===== src/rtl/match_round_ctrl_if.sv =====
// Signal bundle between the memory-game UI and match_round_ctrl.
// north is a one-cycle strobe with no ready: acceptance shows up only as a change in choose_1/choose_2.
interface match_round_ctrl_if;
    logic        north;
    logic [4:0]  point;
    logic [47:0] deck;
    logic [4:0]  choose_1;
    logic [4:0]  choose_2;
    logic [15:0] matched;
    logic [15:0] revealed;
    logic [3:0]  pairs_found;
    logic [7:0]  turns;
    logic        game_over;
    logic        win;
    logic [2:0]  fsm_state;

    modport master (
        output north, point, deck,
        input  choose_1, choose_2, matched, revealed, pairs_found, turns,
               game_over, win, fsm_state
    );

    modport slave (
        input  north, point, deck,
        output choose_1, choose_2, matched, revealed, pairs_found, turns,
               game_over, win, fsm_state
    );
endinterface


===== src/rtl/match_round_ctrl.sv =====
// Round controller for a 16-card memory game: selection, pair check, reveal timeout, win.
// Optional macro TURN_LIMIT_EN ends the game after TURN_LIMIT turns.
module match_round_ctrl #(
    parameter int REVEAL_CYCLES = 25_000_000,
    parameter int TURN_LIMIT    = 32
) (
    input logic               new_clk,
    input logic               rst,
    match_round_ctrl_if.slave bus
);
    localparam int              TW         = $clog2(REVEAL_CYCLES) + 1;
    localparam logic [TW-1:0]   TIMER_LOAD = TW'(REVEAL_CYCLES - 1);
    localparam logic [4:0]      NONE       = 5'd16;

    typedef enum logic [2:0] {
        IDLE  = 3'd0,
        ONE   = 3'd1,
        CHECK = 3'd2,
        SHOW  = 3'd3,
        DONE  = 3'd4
    } state_t;

    state_t        state_q, state_d;
    logic [4:0]    c1_q, c1_d, c2_q, c2_d;
    logic [15:0]   matched_q, matched_d;
    logic [3:0]    pairs_q, pairs_d;
    logic [7:0]    turns_q, turns_d;
    logic [TW-1:0] timer_q, timer_d;
    logic          over_q, over_d, win_q, win_d;

    logic [2:0]    faces [16];
    logic          point_ok;
    logic          faces_equal;

    always_comb begin
        for (int i = 0; i < 16; i++) faces[i] = bus.deck[3*i +: 3];
    end

    // A selectable card must exist and must not already be paired.
    assign point_ok    = !bus.point[4] && !matched_q[bus.point[3:0]];
    assign faces_equal = faces[c1_q[3:0]] == faces[c2_q[3:0]];

`ifndef TURN_LIMIT_EN
    logic unused_turn_limit;
    assign unused_turn_limit = ^8'(TURN_LIMIT);
`endif

    always_comb begin
        state_d   = state_q;
        c1_d      = c1_q;
        c2_d      = c2_q;
        matched_d = matched_q;
        pairs_d   = pairs_q;
        turns_d   = turns_q;
        timer_d   = timer_q;
        case (state_q)
            IDLE: begin
                if (bus.north && point_ok) begin
                    c1_d    = bus.point;
                    state_d = ONE;
                end
            end
            ONE: begin
                if (bus.north && point_ok && bus.point != c1_q) begin
                    c2_d    = bus.point;
                    state_d = CHECK;
                end
            end
            CHECK: begin
                turns_d = (turns_q == 8'hFF) ? turns_q : turns_q + 8'd1;
                if (faces_equal) begin
                    matched_d = matched_q | (16'b1 << c1_q[3:0]) | (16'b1 << c2_q[3:0]);
                    pairs_d   = pairs_q + 4'd1;
                    c1_d      = NONE;
                    c2_d      = NONE;
                    state_d   = (pairs_d == 4'd8) ? DONE : IDLE;
                end else begin
                    timer_d = TIMER_LOAD;
                    state_d = SHOW;
                end
`ifdef TURN_LIMIT_EN
                // Running out of turns overrides the reveal; the pair result still counts.
                if (turns_d == 8'(TURN_LIMIT) && pairs_d != 4'd8) begin
                    c1_d    = NONE;
                    c2_d    = NONE;
                    timer_d = '0;
                    state_d = DONE;
                end
`endif
            end
            SHOW: begin
                if (timer_q == '0) begin
                    c1_d    = NONE;
                    c2_d    = NONE;
                    state_d = IDLE;
                end else begin
                    timer_d = timer_q - 1'b1;
                end
            end
            DONE: begin
            end
            default: state_d = IDLE;
        endcase
        over_d = (state_d == DONE);
        win_d  = (state_d == DONE) && (pairs_d == 4'd8);
    end

    always_ff @(posedge new_clk or negedge rst) begin
        if (!rst) begin
            state_q   <= IDLE;
            c1_q      <= NONE;
            c2_q      <= NONE;
            matched_q <= '0;
            pairs_q   <= '0;
            turns_q   <= '0;
            timer_q   <= '0;
            over_q    <= 1'b0;
            win_q     <= 1'b0;
        end else begin
            state_q   <= state_d;
            c1_q      <= c1_d;
            c2_q      <= c2_d;
            matched_q <= matched_d;
            pairs_q   <= pairs_d;
            turns_q   <= turns_d;
            timer_q   <= timer_d;
            over_q    <= over_d;
            win_q     <= win_d;
        end
    end

    always_comb begin
        for (int i = 0; i < 16; i++) begin
            bus.revealed[i] = matched_q[i] | (c1_q == 5'(i)) | (c2_q == 5'(i));
        end
    end

    assign bus.choose_1    = c1_q;
    assign bus.choose_2    = c2_q;
    assign bus.matched     = matched_q;
    assign bus.pairs_found = pairs_q;
    assign bus.turns       = turns_q;
    assign bus.game_over   = over_q;
    assign bus.win         = win_q;
    assign bus.fsm_state   = state_q;
endmodule


===== src/flat_wrapper.sv =====
// flat-port wrapper written by rule: the top's interface ports become plain ports
module match_round_ctrl_flat 
#(
    parameter int REVEAL_CYCLES = 25_000_000,
    parameter int TURN_LIMIT    = 32
)
  (new_clk, rst, bus_north, bus_point, bus_deck, bus_choose_1, bus_choose_2, bus_matched, bus_revealed, bus_pairs_found, bus_turns, bus_game_over, bus_win, bus_fsm_state);
  match_round_ctrl_if bus_i ();
  input logic new_clk;
  input logic rst;
  input wire logic [$bits(bus_i.north)-1:0] bus_north;
  input wire logic [$bits(bus_i.point)-1:0] bus_point;
  input wire logic [$bits(bus_i.deck)-1:0] bus_deck;
  output wire logic [$bits(bus_i.choose_1)-1:0] bus_choose_1;
  output wire logic [$bits(bus_i.choose_2)-1:0] bus_choose_2;
  output wire logic [$bits(bus_i.matched)-1:0] bus_matched;
  output wire logic [$bits(bus_i.revealed)-1:0] bus_revealed;
  output wire logic [$bits(bus_i.pairs_found)-1:0] bus_pairs_found;
  output wire logic [$bits(bus_i.turns)-1:0] bus_turns;
  output wire logic [$bits(bus_i.game_over)-1:0] bus_game_over;
  output wire logic [$bits(bus_i.win)-1:0] bus_win;
  output wire logic [$bits(bus_i.fsm_state)-1:0] bus_fsm_state;
  assign bus_i.north = bus_north;
  assign bus_i.point = bus_point;
  assign bus_i.deck = bus_deck;
  assign bus_choose_1 = bus_i.choose_1;
  assign bus_choose_2 = bus_i.choose_2;
  assign bus_matched = bus_i.matched;
  assign bus_revealed = bus_i.revealed;
  assign bus_pairs_found = bus_i.pairs_found;
  assign bus_turns = bus_i.turns;
  assign bus_game_over = bus_i.game_over;
  assign bus_win = bus_i.win;
  assign bus_fsm_state = bus_i.fsm_state;
  match_round_ctrl #(.REVEAL_CYCLES(REVEAL_CYCLES), .TURN_LIMIT(TURN_LIMIT)) u_core (.new_clk(new_clk), .rst(rst), .bus(bus_i));
endmodule

===== config.mk =====
export PLATFORM = sky130hd
export DESIGN_NAME = match_round_ctrl_flat
export DESIGN_NICKNAME = d
export VERILOG_FILES = /design/src/rtl/match_round_ctrl_if.sv /design/src/rtl/match_round_ctrl.sv /design/src/flat_wrapper.sv
export SDC_FILE = /design/constraint.sdc
export NUM_CORES = 1
export LEC_CHECK = 0
export CAP_MARGIN = 20
export CORE_MARGIN = 1.5
export CORE_UTILIZATION = 35
export CTS_CLUSTER_SIZE = 12
export DETAILED_ROUTE_END_ITERATION = 6
export PLACE_DENSITY_LB_ADDON = 0.3
export RECOVER_POWER = 25
export SYNTH_ARGS = -nofsm -noshare
export SYNTH_HDL_FRONTEND = slang
export SYNTH_SLANG_ARGS = --single-unit

===== constraint.sdc =====
create_clock -name new_clk -period 3.2 [get_ports new_clk]
set_clock_uncertainty 0.15 [all_clocks]
set_input_delay 0.48 -clock new_clk [delete_from_list [all_inputs] [get_ports new_clk]]
set_output_delay 0.48 -clock new_clk [all_outputs]
set_load 0.01 [all_outputs]

==> results.cfg, run 1 <==
[finish]
num_antenna_cells = 0
fin_nets = 664
syn_to_final_growth_pct = 41.27
multi_input_area_um2 = 2673
drive_above_1_share = 0.1675
nFillCells = 1194
seq_area_um2 = 1729
layout_commonest_cell = clkdlybuf4s50_1
fin_area_um2 = 6489
mostFrequentLayoutCells = clkdlybuf4s50_1, dfrtp_1, nand2_1
fin_util = 0.5100

[timing]
setup_slack_ps = 66.65
drv_slew = 29
period_needed_ps = 3133
setup_viol = 0
fin_crit_sh = 0.9792
slew-limit-headroom = -0.1028
rsz0062_at_grt = false
final-hold-violation-count = 0
max_freq_mhz = 319.1
worstMarginPinSlew_ps = 1654

[placed_design]
place_congestion = 0.9347
portBuffers = 114
hpwl_mm = 11.30
place_area_um2 = 6181
dp_slack_ps = -259.0

[route]
wl_per_cell_um = 19.24
firstDrtPassIters = 5
vias = 4398
drc = 0
drtIter0Drc = 233
wl_mm = 15.03
via_per_inst = 5.631
ant_nets = 0

[min_path]
hp-class = flip-flop to flip-flop

[die]
coreArea_um2 = 12720
start_util = 0.3610
die_area_um2 = 13820
die-width_um = 117.6
fp-row-count = 41
die_h_um = 117.6
io-pin-count = 115

[global_routing]
antenna_found_initial = 0
grt_use_total = 0.2231
grt_pass1_wl_mm = 24.45
grt-ovfl-total = 0
grt_pass1_vias = 4677
grt_start_max_net_pins = 43

[critical_path]
rrSetupSlack_ps = 220
end_kind = output pin
cpPeakStageDelay_ps = 580
path_max_fanout = 10
cp_data_arrival_time_ps = 2500
worst_setup_path_start_kind = flip-flop
critPathSlowestCell = clkdlybuf4s50_1
path_common_cell = buf_4
crit_path_cell_trace = buf_4, buf_4, nor2_1, nand2_1, o221ai_1, clkdlybuf4s50_1
crit_required_ps = 2570
critPathKind = flip-flop to output pin

[yosys]
synth_top_area_share = 0.3650
ys_ff_latch = 69
synth_cells = 458
synth_enable_flop_cells = 0
syn-num-nets = 518
syn_area_um2 = 4593
synth_flop_cell = dfrtp_1
synthArstFlopShare = 1.000
yosys.area.top_type = dfrtp_1
ys_types = 49
avgSynthCellArea_um2 = 10.03
synth.area.top_cells = dfrtp_1, mux4_2, nand2_1
seq_area_frac_synth = 0.3765
yosys_warnings = 0

[cts]
clockBufferDepth = 2
hold_buffers = 0
cts_buffers = 9
cts_tree = done
cts_max_level = 3
path_clk_slew_ps = 60
clk_latency_ps = 340
cts_resized = 0
cts-root-buf = clkbuf_16
clock_sinks = 69
cts_setup_buffers = 0

[power]
p_per_area_nw_per_um2 = 829.9
peakVddDrop_v = 0.0003906
p_leak_nw = 2.498

[status]
violations = capacitance limit, slew limit
status = finished, violations left

[job]
drv_cap = 1
-- layer usage --
metal,GRT usage,up-vias,share of wire
met4,0.08537,0,0.026
met2,0.3816,176,0.50
met1,0.2763,2162,0.41
met3,0.04845,35,0.059
li1,-,2025,-
met5,0,-,0
-- cells in the mapped netlist (3+ instances only) --
cell type,instances
nand3_1,15
or4_1,10
mux2i_1,4
nand4_1,6
nor4_4,3
nor4_1,12
a21oi_1,18
buf_2,8
and3_1,5
buf_6,3
dfrtp_1,67
inv_1,19
a22oi_1,24
xnor2_1,17
o22ai_1,4
ha_1,4
mux4_1,3
clkbuf_1,11
nand2_1,52
nor2b_1,6
and2_1,4
o21a_1,3
o21ai_0,28
o21bai_1,7
or3_1,5
a21o_1,5
nor3_1,4
nand2b_1,6
nor2_1,23
o221ai_1,6
o31ai_1,8
o21ai_1,4
xor2_1,14
a31oi_1,6
mux4_2,26
-- state kept, by name (all words and copies together), names as in the netlist --
name / count
u_core.bus.turns: 8
u_core.bus.fsm_state: 3
u_core.bus.win: 1
u_core.bus.choose_1: 5
u_core.bus.choose_2: 5
u_core.bus.game_over: 1
u_core.timer_q: 26
u_core.bus.pairs_found: 4
u_core.bus.matched: 16
-- critical path: cells and delay by family, from the launching register on --
kind | cells | cell delay [ps]
compound gates | 1 | 250
buf+inv | 3 | 990
flops | 1 | 460
simple gates | 2 | 470
-- path summary, 6_finish.rpt --
path                                                     from                                  end  depth (start not counted)
max in group asynchronous                                 rst  u_core.bus.pairs_found[1]$_DFF_PN0_                          2
setup reg to reg           u_core.bus.choose_1[0]$_DFFE_PN0P_       u_core.timer_q[15]$_DFFE_PN0P_                          9
setup / recovery           u_core.bus.choose_1[1]$_DFFE_PN0P_                      bus_revealed[5]                          6
hold reg to reg               u_core.bus.turns[5]$_DFFE_PN0P_      u_core.bus.turns[5]$_DFFE_PN0P_                          1
min in group asynchronous                                 rst       u_core.timer_q[23]$_DFFE_PN0P_                          1
hold / removal                u_core.bus.turns[5]$_DFFE_PN0P_      u_core.bus.turns[5]$_DFFE_PN0P_                          1
-- stage by stage --
step	setup TNS (ps)	std cells	hold WS (ps)	total power [mW]
detailed placement	-3368	765	338.1	4.329
global placement	-2406	765	345.5	4.296
CTS	0	781	62.21	5.390
finish	0	781	341.2	5.385
floorplan	0	458	34.41	2.927
global route	0	781	369.1	5.717
-- power breakdown --
group          total [mW]  internal, mW  switching [mW]
logic                3.02          1.46            1.56
clock network        1.03         0.615           0.410
registers            1.34          1.05           0.289
total                5.38          3.12            2.26
-- logic make-up (layout without fill, tap and decap cells) --
kind of cell,Yosys count,in the layout,synth area share
buffers and inverters,44,195,0.04467
muxes,35,35,0.1583
DFF,69,69,0.3765
xor gates and xnor gates,31,31,0.05911
and+or+nand+nor,158,158,0.1852
AOI/OAI and AO/OA,117,117,0.1654
adders and majority gates,4,4,0.01090
-- layout make-up --
| class | instances | area share |
|---|---|---|
| clock buffers | 9 | 0.03471 |
| clock inverters | 7 | 0.01273 |
| inverters | 19 | 0.01099 |
| multi-input cells | 345 | 0.4119 |
| flip-flops and latches | 69 | 0.2665 |
| well taps | 172 | 0.03317 |
| repair buffers | 160 | 0.2300 |
Note: power is estimated with default switching activity, not from simulation.
==> inputs of run 2 (changes only) <==
==> constraint.sdc (replaced) <==
create_clock -name new_clk -period 3.2 [get_ports new_clk]
set_clock_uncertainty 0.15 [all_clocks]
set_input_delay 0.64 -clock new_clk [delete_from_list [all_inputs] [get_ports new_clk]]
set_output_delay 0.64 -clock new_clk [all_outputs]
set_load 0.01 [all_outputs]
==> run 2 against run 1 <==
- routed wire length down 0.79%
- total power grew 0.21%
- die area unchanged
- sequential power up 4%
- highest routed layer unchanged
- first-iteration DRC count up 5.2%
- cell area grew 0.27%
- critical path type unchanged
- worst hold slack barely moved
- the flow still finishes with violations (capacitance limit, slew limit)
- largest power group unchanged
- via count down 1.5%
- critical path depth decreased by 1
==> results.cfg, run 2 (synthesis results as in run 1) <==
[route]
drc = 0
ant_nets = 0
wl_mm = 14.91
via_per_inst = 5.558
wl_per_cell_um = 19.14
firstDrtPassIters = 4
drtIter0Drc = 245
vias = 4330

[timing]
drv_slew = 27
worstMarginPinSlew_ps = 1672
fin_crit_sh = 0.9753
setup_slack_ps = 78.98
max_freq_mhz = 320.4
slew-limit-headroom = -0.1148
setup_viol = 0
rsz0062_at_grt = false
holdWs_ps = 341.3
period_needed_ps = 3121
fin_tns_setup_ps = 0
final-hold-violation-count = 0

[power]
p_per_area_nw_per_um2 = 829.4
p_leak_nw = 2.484
peakVddDrop_v = 0.0004050

[job]
drv_cap = 1

[global_routing]
grt_pass1_wl_mm = 24.29
antenna_found_initial = 0
grt_start_max_net_pins = 44
grt_pass1_vias = 4576
grt-ovfl-total = 0
grt_use_total = 0.2208

[placed_design]
dp.cells = 763
portBuffers = 114
place_congestion = 0.9449
hpwl_mm = 10.97
dp_slack_ps = -447.9

[critical_path]
cp_data_arrival_time_ps = 2330
worst_setup_path_start_kind = flip-flop
end_kind = output pin
critPathKind = flip-flop to output pin
crit_required_ps = 2410
path_max_fanout = 9

[cts]
clk_latency_ps = 330
clockBufferDepth = 2
hold_buffers = 0
cts_buffers = 9
clock_sinks = 69
cts_setup_buffers = 0
cts-root-buf = clkbuf_16
path_clk_slew_ps = 60
cts_tree = done
cts_max_level = 3

[die]
die_area_um2 = 13820
die-width_um = 117.6
die_h_um = 117.6
io-pin-count = 115
fp-row-count = 41
coreArea_um2 = 12720
start_util = 0.3610

[finish]
stdcell_count = 779
mostFrequentLayoutCells = clkdlybuf4s50_1, dfrtp_1, nand2_1
top_register = u_core.timer_q
drive_above_1_share = 0.1697
syn_to_final_growth_pct = 41.65
layout_commonest_cell = clkdlybuf4s50_1
largest_reg_flops = 26
nFillCells = 1239
fin_util = 0.5114
fin_nets = 662
num_antenna_cells = 0

[min_path]
hp-class = flip-flop to flip-flop

[status]
status = finished, violations left
violations = capacitance limit, slew limit
-- run 2: layer usage --
layer | up-vias | track usage | share of wire
met3 | 23 | 0.05426 | 0.052
met2 | 147 | 0.3761 | 0.50
met5 | - | 0 | 0
met1 | 2133 | 0.2777 | 0.42
met4 | 0 | 0.06707 | 0.020
li1 | 2027 | - | -
-- run 2: final cells by class --
type	count	area (um^2)	area share
clock inverters	6	71.32	0.01096
flip-flops and latches	69	1734	0.2665
inverters	19	71.32	0.01096
multi-input cells	345	2674	0.4110
clock buffers	10	239.0	0.03673
well taps	172	215.2	0.03308
repair buffers	158	1501	0.2308
-- run 2: final timing paths --
path	startpoint	endpoint	slack, ps	cells after the start
worst min-delay path	u_core.bus.turns[5]$_DFFE_PN0P_	u_core.bus.turns[5]$_DFFE_PN0P_	340	1
worst max register to register	u_core.bus.choose_2[0]$_DFFE_PN0P_	u_core.bus.pairs_found[3]$_DFF_PN0_	300	10
worst min register to register	u_core.bus.turns[5]$_DFFE_PN0P_	u_core.bus.turns[5]$_DFFE_PN0P_	340	1
max in group asynchronous	rst	u_core.bus.choose_1[1]$_DFFE_PN0P_	1220	1
worst max-delay path	u_core.bus.choose_2[3]$_DFFE_PN0P_	bus_revealed[2]	80	5
min in group asynchronous	rst	u_core.timer_q[13]$_DFFE_PN0P_	580	1
-- run 2: per-stage QoR --
stage               area (um^2)  power (mW)
floorplan                  4593       2.927
global placement           6178       4.303
detailed placement         6178       4.340
CTS                        6490       5.396
global route               6506       5.741
finish                     6506       5.396
-- run 2: power by group --
group	switching, mW	internal [mW]
Combinational	1.49	1.48
Clock	0.397	0.630
Sequential	0.350	1.05
Total	2.23	3.16
-- run 2: what timing repair did --
action | in CTS | in global routing
pin swaps | 0 | 0
gates resized for setup | 3 | 4
setup endpoints to repair | 17 | 17
endpoints found under the hold margin | 0 | 0
-- run 2: critical path, cell delays in order, from the launching register on --
cell and delay, ps:
dfrtp_1 490, nor2_1 430, buf_4 250, a31oi_1 90, o21ai_0 140, clkdlybuf4s50_1 600
==> inputs of run 3 (changes only) <==
SLEW_MARGIN = 5   (was default)
==> results of run 3 <==
The final DEF is identical to that of run 2; final timing and power are the same.
